===== src/rtl/ir_pkg.sv =====
// Shared constants and types for the instruction register / prefetch queue.
package ir_pkg;

    localparam logic [1:0] T0 = 2'b00;
    localparam logic [1:0] T1 = 2'b01;
    localparam logic [1:0] T2 = 2'b10;
    localparam logic [1:0] T3 = 2'b11;

    localparam int INSTR_W_DEF = 8;
    localparam int OPC_W_DEF   = 4;

    typedef logic [INSTR_W_DEF-1:0] instr_t;

endpackage


===== src/rtl/ir_prefetch_buf_if.sv =====
// ROM-to-prefetch-queue valid/ready word channel.
interface ir_prefetch_buf_if #(
    parameter int INSTR_W = 8
);
    logic               valid;
    logic [INSTR_W-1:0] data;
    logic               ready;

    modport master (output valid, output data, input ready);
    modport slave  (input valid, input data, output ready);
endinterface


===== src/rtl/ir_fifo.sv =====
// Prefetch queue: DEPTH x WIDTH ring buffer with occupancy count and synchronous clear.
module ir_fifo #(
    parameter int WIDTH = 8,
    parameter int DEPTH = 4
) (
    input  logic                         clk,
    input  logic                         reset,
    input  logic                         push_i,
    input  logic                         pop_i,
    input  logic                         clear_i,
    input  logic [WIDTH-1:0]             wdata_i,
    output logic [WIDTH-1:0]             head_o,
    output logic [$clog2(DEPTH+1)-1:0]   count_o
);
    localparam int AW = $clog2(DEPTH);
    localparam int CW = $clog2(DEPTH+1);

    logic [WIDTH-1:0] mem_q [DEPTH];
    logic [AW-1:0]    wr_ptr_q, wr_ptr_d;
    logic [AW-1:0]    rd_ptr_q, rd_ptr_d;
    logic [CW-1:0]    count_q, count_d;
    logic             full, empty, do_push, do_pop;

    assign full    = (count_q == CW'(DEPTH));
    assign empty   = (count_q == '0);
    assign do_push = push_i && !full && !clear_i;
    assign do_pop  = pop_i && !empty && !clear_i;

    // Pointers wrap naturally because DEPTH is a power of two.
    always_comb begin
        wr_ptr_d = wr_ptr_q;
        rd_ptr_d = rd_ptr_q;
        count_d  = count_q;
        if (clear_i) begin
            wr_ptr_d = '0;
            rd_ptr_d = '0;
            count_d  = '0;
        end else begin
            wr_ptr_d = wr_ptr_q + AW'(do_push);
            rd_ptr_d = rd_ptr_q + AW'(do_pop);
            count_d  = count_q + CW'(do_push) - CW'(do_pop);
        end
    end

    always_ff @(posedge clk or posedge reset) begin
        if (reset) begin
            wr_ptr_q <= '0;
            rd_ptr_q <= '0;
            count_q  <= '0;
        end else begin
            wr_ptr_q <= wr_ptr_d;
            rd_ptr_q <= rd_ptr_d;
            count_q  <= count_d;
        end
    end

    always_ff @(posedge clk) begin
        if (do_push) mem_q[wr_ptr_q] <= wdata_i;
    end

    assign head_o  = mem_q[rd_ptr_q];
    assign count_o = count_q;

endmodule


===== src/rtl/ir_prefetch_buf.sv =====
// Instruction register fed from a prefetch queue; loads at the fetch T-state,
// inserts bubbles when the queue is empty, and clears on flush.
module ir_prefetch_buf
    import ir_pkg::*;
#(
    parameter int         INSTR_W     = INSTR_W_DEF,
    parameter int         OPC_W       = OPC_W_DEF,
    parameter int         DEPTH       = 4,
    parameter logic [1:0] FETCH_PHASE = T0
) (
    input  logic                        clk,
    input  logic                        reset,
    input  logic [1:0]                  Timing_Signal,
    ir_prefetch_buf_if.slave            rom,
    input  logic                        stall,
    input  logic                        flush,
    output logic [INSTR_W-1:0]          IR_out,
    output logic [OPC_W-1:0]            opcode,
    output logic [INSTR_W-OPC_W-1:0]    operand,
    output logic                        ir_valid,
    output logic [$clog2(DEPTH+1)-1:0]  q_count
);
    localparam int CW = $clog2(DEPTH+1);

    logic [INSTR_W-1:0] head;
    logic [CW-1:0]      count;
    logic               push, load, pop;
    logic [INSTR_W-1:0] ir_q, ir_d;
    logic               ir_valid_q, ir_valid_d;

    assign rom.ready = (count < CW'(DEPTH)) && !flush;
    assign push      = rom.valid && rom.ready;
    assign load      = (Timing_Signal == FETCH_PHASE) && !stall && !flush;
    assign pop       = load && (count != '0);

    ir_fifo #(
        .WIDTH (INSTR_W),
        .DEPTH (DEPTH)
    ) u_fifo (
        .clk     (clk),
        .reset   (reset),
        .push_i  (push),
        .pop_i   (pop),
        .clear_i (flush),
        .wdata_i (rom.data),
        .head_o  (head),
        .count_o (count)
    );

    // An empty queue at fetch leaves IR_out as-is but marks it a bubble.
    always_comb begin
        ir_d       = ir_q;
        ir_valid_d = ir_valid_q;
        if (flush) begin
            ir_d       = '0;
            ir_valid_d = 1'b0;
        end else if (load) begin
            if (pop) begin
                ir_d       = head;
                ir_valid_d = 1'b1;
            end else begin
                ir_valid_d = 1'b0;
            end
        end
    end

    always_ff @(posedge clk or posedge reset) begin
        if (reset) begin
            ir_q       <= '0;
            ir_valid_q <= 1'b0;
        end else begin
            ir_q       <= ir_d;
            ir_valid_q <= ir_valid_d;
        end
    end

    assign IR_out   = ir_q;
    assign opcode   = ir_q[INSTR_W-1 -: OPC_W];
    assign operand  = ir_q[INSTR_W-OPC_W-1:0];
    assign ir_valid = ir_valid_q;
    assign q_count  = count;

endmodule


===== src/flat_wrapper.sv =====
// flat-port wrapper written by rule: the top's interface ports become plain ports
module ir_prefetch_buf_flat import ir_pkg::*;
#(
    parameter int         INSTR_W     = INSTR_W_DEF,
    parameter int         OPC_W       = OPC_W_DEF,
    parameter int         DEPTH       = 4,
    parameter logic [1:0] FETCH_PHASE = T0
)
  (clk, reset, Timing_Signal, stall, flush, IR_out, opcode, operand, ir_valid, q_count, rom_valid, rom_data, rom_ready);
  ir_prefetch_buf_if #(.INSTR_W(INSTR_W)) rom_i ();
  input  logic clk;
  input  logic reset;
  input  logic [1:0] Timing_Signal;
  input  logic stall;
  input  logic flush;
  output logic [INSTR_W-1:0] IR_out;
  output logic [OPC_W-1:0] opcode;
  output logic [INSTR_W-OPC_W-1:0] operand;
  output logic ir_valid;
  output logic [$clog2(DEPTH+1)-1:0] q_count;
  input wire logic [$bits(rom_i.valid)-1:0] rom_valid;
  input wire logic [$bits(rom_i.data)-1:0] rom_data;
  output wire logic [$bits(rom_i.ready)-1:0] rom_ready;
  assign rom_i.valid = rom_valid;
  assign rom_i.data = rom_data;
  assign rom_ready = rom_i.ready;
  ir_prefetch_buf #(.INSTR_W(INSTR_W), .OPC_W(OPC_W), .DEPTH(DEPTH), .FETCH_PHASE(FETCH_PHASE)) u_core (.clk(clk), .reset(reset), .Timing_Signal(Timing_Signal), .rom(rom_i), .stall(stall), .flush(flush), .IR_out(IR_out), .opcode(opcode), .operand(operand), .ir_valid(ir_valid), .q_count(q_count));
endmodule

===== config.mk =====
export PLATFORM = sky130hd
export DESIGN_NAME = ir_prefetch_buf_flat
export DESIGN_NICKNAME = d
export VERILOG_FILES = /design/src/rtl/ir_pkg.sv /design/src/rtl/ir_prefetch_buf_if.sv /design/src/rtl/ir_fifo.sv /design/src/rtl/ir_prefetch_buf.sv /design/src/flat_wrapper.sv
export SDC_FILE = /design/constraint.sdc
export NUM_CORES = 1
export LEC_CHECK = 0
export ABC_AREA = 1
export CAP_MARGIN = 40
export CORE_MARGIN = 2
export CORE_UTILIZATION = 50
export CTS_CLUSTER_SIZE = 28
export DETAILED_ROUTE_END_ITERATION = 6
export PLACE_DENSITY = 0.76
export SYNTH_ARGS = -nofsm -noshare
export SYNTH_HDL_FRONTEND = slang
export SYNTH_HIERARCHICAL = 1
export SYNTH_SLANG_ARGS = --single-unit
export TNS_END_PERCENT = 30

===== constraint.sdc =====
create_clock -name clk -period 2.3 [get_ports clk]
set_clock_uncertainty 0.05 [all_clocks]
set_input_delay 0.345 -clock clk [delete_from_list [all_inputs] [get_ports clk]]
set_output_delay 0.345 -clock clk [all_outputs]
set_load 0.1 [all_outputs]

==> flow_summary.yaml <==
synthesis:
  ys_types: 23
  yosysWarnings: 6
  netlist_area_sq_um: 2180
  syn_nets: 223
  yosysSeqAreaShare_pct: 62.3
  syn_inst: 203
  syn_avg_cell_area_sq_um: 10.8
  ys_seq_elements: 48
sta:
  setup_viol: 0
  tightest_slew_ns: 0.617
  max_freq_mhz: 457
  finalCritPeriodShare_pct: 95.2
  worst_slack_ns: 0.111
  min_period_ns: 2.19
  hold_viol: 0
  slew_headroom_pct: 58.8
  drv_slew: 0
run:
  maxCapViolations: 0
power_and_ir_drop:
  pwr-share-comb_pct: 10.1
  irDropWorstVdd_mv: 0.358
  leakage_nw: 1.19
  p_int_w: 0.00120
  clockPowerShare_pct: 30.0
  swShare_pct: 23.6
  p_total_w: 0.00157
  pwr-share-seq_pct: 59.9
  p_sw_w: 0.000371
  power_density_nw_per_um2: 590
grt:
  grt_pass1_vias: 1284
  grt_max_degree: 34
  use_met2_pct: 26.8
  antenna_found_initial: 0
  busiest_layer: "met2"
  track_usage_pct: 15.5
  grt_pass1_wl_um: 5790
  use_met3_pct: 4.04
  grt_util_met1_pct: 18.4
  grt_overflow_total: 0
outcome:
  status: "complete, no violations"
critical_path:
  critPathSlowestCell: "clkdlybuf4s50_1"
  arrival_ns: 2.36
  ff2ff_setup_slack_ns: 0.13
  endpoint_kind: "flip-flop"
  criticalPathCategory: "input pin to flip-flop"
  path_cells: "clkdlybuf4s50_1, inv_2, nand2_2, nor2_4, nand2_4, nor2_2, nand2_1, a21oi_2, ha_1, inv_1, ha_1, inv_1, fa_2, nand3_2, nand2_1, nor2_1"
  crit_required_ns: 2.48
  worstPathMaxFanout: 2
  cp-start-kind: "input pin"
  max_stage_delay_ns: 0.41
place:
  dp_hpwl_um: 2540
  dpl_worst_slack_ns: -0.243
  post-place-cells: 288
  portBuffers: 35
  gp_congestion: 0.746
hold_path:
  min_path_type: "input pin to async pin"
drt:
  ant_nets: 0
  firstDrtPassIters: 4
  post-route-drc-count: 0
  wl_per_cell_um: 12.2
  drt-initial-drc-count: 60
  avgViaCountPerCell: 4.83
  routed_wirelength_um: 3630
  dr_total_vias: 1440
layout:
  post-route-util_pct: 62.2
  area_growth_pct: 22.3
  final_common_cell: "nand2_1"
  final_cell_mix: "nand2_1 (35), buf_4 (33), edfxtp_1 (32), inv_1 (31), nand3_1 (16)"
  layout-drive-gt1-share_pct: 23.6
  nNetsFinal: 265
  stdcell_count: 298
  diodes: 0
clocking:
  clock_latency_ns: 0.29
  clkSinkCount: 48
  cts_root_buf: "clkbuf_8"
  clockBufferDepth: 2
  ctsHoldBuffers: 0
  htree_num_levels: 2
  numCtsBuffers: 5
  clk_pin_slew_worst_paths_ns: 0.08
  cts_tree: "built"
floorplanning:
  die_height_um: 70.1
  core_area_sq_um: 4290
  die_w_um: 70.1
  num_rows: 24
  start_util_pct: 50.8
  num_io_pins: 36
  dieArea_sq_um: 4910
==> power by group through the flow <==
stage	registers (W)	logic [W]	clock network (W)
floorplan	0.000989	0.0000648	0
global placement	0.000962	0.000153	0
detailed placement	0.000962	0.000155	0
CTS	0.000943	0.000155	0.000491
global route	0.000944	0.000171	0.000531
finish	0.000943	0.000159	0.000473
==> flip-flops by register name, indices dropped and copies added, names as in the netlist <==
register and cells:
u_core/ir_valid 1, u_core/u_fifo/wr_ptr_q 2, u_core/u_fifo/count_o 3, u_core/u_fifo/rd_ptr_q 2, u_core/IR_out 8, u_core/u_fifo/mem_q 32
==> path summary, 6_finish.rpt <==
check / startpoint / endpoint / depth (start not counted)
max: Timing_Signal[0] / u_core/u_fifo/count_o[2]$_DFF_PP0_ / 16
min: reset / u_core/u_fifo/rd_ptr_q[0]$_DFF_PP0_ / 2
max reg2reg: u_core/u_fifo/count_o[0]$_DFF_PP0_ / u_core/u_fifo/count_o[2]$_DFF_PP0_ / 14
min reg2reg: u_core/u_fifo/wr_ptr_q[1]$_DFF_PP0_ / u_core/u_fifo/wr_ptr_q[1]$_DFF_PP0_ / 1
max in group asynchronous: reset / u_core/u_fifo/count_o[2]$_DFF_PP0_ / 2
min in group clk: Timing_Signal[1] / u_core/IR_out[2]$_DFFE_PP0P_ / 6
==> worst max-delay path, delay by kind of cell <==
family	cells	cell delay [ns]
AOI/OAI and AO/OA	1	0.13
adders and majority gates	3	0.70
buffers and inverters	4	0.56
and+or+nand+nor	8	0.60
==> metal layers <==
layer / up-vias / share of wire, % / wire, um
li1: 745 / - / -
met1: 650 / 44 / 1600
met2: 39 / 49 / 1790
met3: 6 / 4.9 / 178
met4: 0 / 1.8 / 65
met5: - / 0 / 0
==> Yosys cell counts <==
master | instances | area [sq um]
a21oi_1 | 11 | 55.1
a21oi_2 | 1 | 8.76
buf_4 | 9 | 67.6
buf_6 | 3 | 33.8
buf_8 | 1 | 15.0
dfrtp_1 | 16 | 400
edfxtp_1 | 32 | 961
fa_1 | 1 | 20.0
ha_1 | 4 | 50.1
inv_1 | 32 | 120
inv_2 | 1 | 3.75
nand2_1 | 36 | 135
nand2_4 | 2 | 22.5
nand3_1 | 17 | 85.1
nand3_2 | 1 | 10.0
nor2_1 | 15 | 56.3
nor2_2 | 1 | 6.26
nor2_4 | 1 | 11.3
nor3b_1 | 1 | 7.51
o211ai_1 | 8 | 60.1
o21ai_0 | 7 | 35.0
o21ai_1 | 2 | 10.0
xnor2_1 | 1 | 8.76
==> per-stage QoR <==
stage,instance area (sq um),setup TNS [ns],hold WS [ns]
final,2670,0,0.266
after detailed placement,2550,-0.431,0.475
after floorplan,2210,-0.0121,0.0985
after global routing,2670,-0.0133,0.303
after CTS,2630,0,0.267
after global placement,2550,-0.384,0.458
==> cells by family after synthesis <==
logic type,count (synthesis),synth area share [%]
adder cells (fa/ha/maj),5,3.21
XOR/XNOR,1,0.401
buffers and inverters,46,11.0
AND/OR/NAND/NOR,74,15.3
flip-flops,48,62.3
AO/OA/AOI/OAI,29,7.74
==> layout make-up <==
type | instances | area [sq um]
Fill cell | 348 | 1620
Sequential cell | 48 | 1370
Multi-Input combinational cell | 109 | 613
Timing Repair Buffer | 48 | 410
Inverter | 33 | 124
Clock buffer | 6 | 72.6
Tap cell | 52 | 65.1
Clock inverter | 2 | 12.5
==> timing repair <==
action	CTS	global route
setup buffers	0	2
endpoints found under the setup margin	0	2
gates resized for setup	0	7
Power figures use the tool's default switching activity.
